--- src/rtl/hazard_scoreboard.sv ---
// ============================================================================
// hazard_scoreboard : 5-stage pipeline forwarding, load-use stall and flush
// control with saturating statistics counters.
// Revision: 1.0
// ============================================================================
`default_nettype none

module hazard_scoreboard #(
  parameter int CNT_W = 16
) (
  input  logic             clk,
  input  logic             reset_n,
  input  logic [4:0]       rs1_d,
  input  logic [4:0]       rs2_d,
  input  logic [4:0]       rd_d,
  input  logic             regwrite_d,
  input  logic             is_load_d,
  input  logic             valid_d,
  input  logic             pcsrc_e,
  output logic [1:0]       forward_a_e,
  output logic [1:0]       forward_b_e,
  output logic             stall_f,
  output logic             stall_d,
  output logic             flush_d,
  output logic             flush_e,
  output logic [CNT_W-1:0] lu_stall_cnt,
  output logic [CNT_W-1:0] flush_cnt
);

  localparam logic [CNT_W-1:0] CNT_ONE = {{(CNT_W-1){1'b0}}, 1'b1};

  typedef struct packed {
    logic [4:0] rd;
    logic       regwrite;
    logic       is_load;
    logic [4:0] rs1;
    logic [4:0] rs2;
  } ex_entry_t;

  typedef struct packed {
    logic [4:0] rd;
    logic       regwrite;
    logic       is_load;
  } stage_entry_t;

  ex_entry_t    r_ex;
  stage_entry_t r_mem;
  stage_entry_t r_wb;

  logic w_lw_stall;

  // Loads in MEM/WB are tracked for completeness but never consulted.
  logic unused_is_load;
  assign unused_is_load = &{1'b0, r_mem.is_load, r_wb.is_load};

  function automatic logic [1:0] fwd_sel(input logic [4:0] rs,
                                         input stage_entry_t mem,
                                         input stage_entry_t wb);
    if (mem.regwrite && (mem.rd != 5'd0) && (mem.rd == rs))
      fwd_sel = 2'b10;
    else if (wb.regwrite && (wb.rd != 5'd0) && (wb.rd == rs))
      fwd_sel = 2'b01;
    else
      fwd_sel = 2'b00;
  endfunction

  assign w_lw_stall = valid_d && r_ex.is_load && (r_ex.rd != 5'd0) &&
                      ((r_ex.rd == rs1_d) || (r_ex.rd == rs2_d));

  // A resolved branch overrides the load-use stall: the dependent is squashed.
  assign stall_f     = w_lw_stall && !pcsrc_e;
  assign stall_d     = w_lw_stall && !pcsrc_e;
  assign flush_d     = pcsrc_e;
  assign flush_e     = w_lw_stall || pcsrc_e;
  assign forward_a_e = fwd_sel(r_ex.rs1, r_mem, r_wb);
  assign forward_b_e = fwd_sel(r_ex.rs2, r_mem, r_wb);

  always_ff @(posedge clk or negedge reset_n) begin
    if (!reset_n) begin
      r_ex         <= '0;
      r_mem        <= '0;
      r_wb         <= '0;
      lu_stall_cnt <= '0;
      flush_cnt    <= '0;
    end else begin
      r_wb  <= r_mem;
      r_mem <= '{rd: r_ex.rd, regwrite: r_ex.regwrite, is_load: r_ex.is_load};
      if (flush_e || !valid_d)
        r_ex <= '0;
      else
        r_ex <= '{rd: rd_d, regwrite: regwrite_d, is_load: is_load_d,
                  rs1: rs1_d, rs2: rs2_d};
      if (stall_d && (lu_stall_cnt != {CNT_W{1'b1}}))
        lu_stall_cnt <= lu_stall_cnt + CNT_ONE;
      if (pcsrc_e && (flush_cnt != {CNT_W{1'b1}}))
        flush_cnt <= flush_cnt + CNT_ONE;
    end
  end

endmodule

`default_nettype wire

--- config.mk ---
export PLATFORM = sky130hd
export DESIGN_NAME = hazard_scoreboard
export DESIGN_NICKNAME = d
export VERILOG_FILES = /design/src/rtl/hazard_scoreboard.sv
export SDC_FILE = /design/constraint.sdc
export NUM_CORES = 1
export LEC_CHECK = 0
export BUFFER_PORTS_ARGS = -buffer_cell sky130_fd_sc_hd__buf_2
export CELL_PAD_IN_SITES_DETAIL_PLACEMENT = 1
export CELL_PAD_IN_SITES_GLOBAL_PLACEMENT = 2
export CORE_ASPECT_RATIO = 1.4
export CORE_MARGIN = 2
export CORE_UTILIZATION = 37
export DETAILED_ROUTE_END_ITERATION = 10
export HOLD_SLACK_MARGIN = 0.02
export PLACE_DENSITY = 0.89
export SLEW_MARGIN = 20
export SYNTH_ARGS = -nofsm -noshare
export SYNTH_HDL_FRONTEND = slang
export SYNTH_SLANG_ARGS = --single-unit
--- constraint.sdc ---
create_clock -name clk -period 3.86 [get_ports clk]
set_input_delay 0.579 -clock clk [delete_from_list [all_inputs] [get_ports clk]]
set_output_delay 0.579 -clock clk [all_outputs]
set_load 0.03 [all_outputs]
==> results.py <==
metrics = {
    "final_layout": {
        "area_growth_pct": 19.8,
        "nets": 342,
        "finalCoreUtilization_pct": 45.9,
        "antennaDiodeCount": 0,
        "drive_gt1_share_pct": 26.1,
        "fin_cells": 419,
    },
    "synth": {
        "syn_nets": 275,
        "synth_edf_count": 0,
        "yosys.area.top_type": "dfrtp_1",
        "synthDistinctLibCells": 39,
        "syn_area_sq_mm": 0.00284,
        "synth_top_cell_area_share_pct": 53.8,
        "avgSynthCellArea_sq_um": 11.3,
        "synth_warnings": 0,
        "synth.area.top_cells": "dfrtp_1 (54%), xnor2_1 (12%), xor2_1 (6.2%)",
        "async_reset_ff_share_pct": 100,
        "synth-seq-area-share_pct": 53.8,
        "synthCells": 252,
        "synth-seq-cells": 61,
        "ys.flop_type": "dfrtp_1",
    },
    "sta": {
        "fmax_mhz": 370,
        "relSlewSlack_pct": 57.9,
        "finalCriticalPeriod_ns": 2.70,
        "holdWs_ns": 0.253,
        "finalHoldViolCount": 0,
        "drv_slew": 0,
        "rsz0062_at_grt": "no",
        "tightest_slew_ns": 0.631,
        "skew_ns": 0.00780,
        "fin_crit_sh_pct": 70.0,
        "fin_setup_tns_ns": 0,
        "setup_viol_count_final": 0,
    },
    "clock_network": {
        "cts_setup_buffers": 0,
        "clock_sinks": 61,
        "cts_buffers": 9,
        "cts_resized": 0,
        "cts_hold_buf": 0,
        "clockRootBuffer": "clkbuf_8",
        "cts_buffer_depth": 2,
        "cts_tree": "yes",
        "clkLatencyLatePin_ns": 0.35,
        "cts.clk_slew.worst_paths_ns": 0.07,
        "cts_max_level": 3,
    },
    "global_route": {
        "grt_overflow": 0,
        "track_usage_pct": 17.4,
        "use_met2_pct": 29.6,
        "grt_use_met1_pct": 20.2,
        "antenna_found_initial": 0,
        "use_met3_pct": 5.12,
        "grt_busiest_layer": "met2",
        "grt_pass1_vias": 2208,
        "grt_pass1_wl_um": 11100,
        "grt_max_degree": 34,
    },
    "power_and_ir_drop": {
        "p_leak_nw": 1.68,
        "finalPower_mw": 1.51,
        "power_density_mw_per_mm2": 445,
        "irDropWorstVdd_v": 0.000210,
    },
    "die": {
        "core-area_sq_mm": 0.00741,
        "start_util_pct": 38.3,
        "die_w_um": 78.0,
        "rows": 37,
        "die_h_um": 108,
        "die_area_sq_mm": 0.00840,
        "ios": 61,
    },
    "critical_path": {
        "cp.required_ns": 3.28,
        "cp_slowest_cell": "or4_1",
        "crit_fanout": 4,
        "critPathMaxStageDelay_ns": 0.53,
        "path_class": "flop to output pin",
        "cp.arrival_ns": 2.12,
        "ff2ff_setup_slack_ns": 1.80,
        "end_kind": "output pin",
        "crit_path_start_kind": "flop",
        "r2r_cells": 5,
        "path_cells": "or4_1 -> o21ai_1 -> nor4_1 -> nor4_1 -> buf_2",
        "cp_common_cell": "nor4_1",
    },
    "route": {
        "ant_nets": 0,
        "drt_iter0_drc": 90,
        "firstDrtPassIters": 4,
        "route.detailed.drc": 0,
        "routed_wl_um": 6550,
        "routedWlPerCell_um": 15.6,
        "vias_per_cell": 5.02,
        "vias": 2102,
    },
    "placement": {
        "gp_congestion": 0.774,
        "numPortBuffers": 60,
        "place_inst": 405,
        "dp.final_hpwl_um": 4920,
    },
    "hold_path": {
        "hp-class": "input pin to asynchronous set/reset pin",
    },
    "run": {
        "drv_cap": 0,
    },
    "status": {
        "outcome": "finished, final reports clean",
    },
}
==> worst max-delay path, delay by kind of cell, from the launching register on <==
kind | cells | cell delay, ns
and+or+nand+nor | 3 | 0.92
DFF | 1 | 0.43
buffers and inverters | 1 | 0.24
AOI/OAI and AO/OA | 1 | 0.19
==> synth_stat cells, types with 2 or more instances <==
cell,n
xor2_1,20
and3_1,4
nand4_1,10
nand2_1,17
dfrtp_1,61
inv_1,3
nand3_1,20
ha_1,2
xnor2_1,38
buf_2,2
nor2_1,9
and4_1,2
or4_1,4
nor4_1,6
and2_1,18
a21oi_1,3
buf_4,2
nor3_1,9
nand2b_1,2
==> kinds of logic after synthesis <==
logic type / share of synthesized area (%)
adder cells (fa/ha/maj): 0.881
AO/OA/AOI/OAI: 4.14
AND/OR/NAND/NOR: 20.5
buffers and inverters: 1.94
XOR/XNOR: 17.9
flip-flops: 53.8
multiplexers: 0.925
==> per-layer routing <==
layer / part of all wire, % / routed length (um)
met3: 4.8 / 314
met2: 52 / 3420
met5: 0 / 0
met4: 1.9 / 127
met1: 41 / 2690
==> power breakdown <==
group / switching, mW / total, mW / internal, mW
combinational: 0.168 / 0.264 / 0.0962
clock: 0.240 / 0.498 / 0.259
sequential: 0.0627 / 0.751 / 0.688
total: 0.470 / 1.51 / 1.04
==> registers in the layout (all words and copies together) (netlist names) <==
name          count
lu_stall_cnt     16
r_wb              6
r_mem             6
flush_cnt        16
r_ex             17
==> placed cells by master (no fill, tap or decap), drive strengths merged, types with 2 or more instances in the layout <==
master / instances
xor2: 20
nor2: 10
and3: 4
and4: 2
clkinv: 2
xnor2: 38
mux2: 2
or4: 5
nand3: 20
clkbuf: 12
inv: 4
nand4: 10
o21ai: 2
a21oi: 4
nor4: 6
dfrtp: 61
and2: 19
nand2: 17
buf: 62
nand2b: 2
nor3: 9
ha: 2
==> final timing paths <==
path,from,end
setup / recovery,r_mem[3]$_DFF_PN0_,forward_a_e[0]
hold / removal,reset_n,r_ex[9]$_DFF_PN0_
setup reg to reg,r_ex[13]$_DFF_PN0_,lu_stall_cnt[1]$_DFFE_PN0P_
hold reg to reg,r_ex[11]$_DFF_PN0_,r_mem[1]$_DFF_PN0_
max in group asynchronous,reset_n,flush_cnt[13]$_DFFE_PN0P_
min in group clk,r_ex[11]$_DFF_PN0_,r_mem[1]$_DFF_PN0_
==> final cells by class <==
| class | count | area [sq um] |
|---|---|---|
| Timing Repair Buffer | 62 | 315 |
| Fill cell | 867 | 4010 |
| Tap cell | 97 | 121 |
| Clock inverter | 2 | 10.0 |
| Clock buffer | 12 | 155 |
| Sequential cell | 61 | 1530 |
| Multi-Input combinational cell | 181 | 1260 |
| Inverter | 4 | 15.0 |
==> through the flow <==
step                      worst slack, ns  area (sq um)
after floorplan                      1.00          2840
after global placement               1.50          3240
after detailed placement             1.47          3240
after CTS                            1.11          3400
after global routing                0.969          3400
final                                1.16          3400
Power figures use the tool's default switching activity.
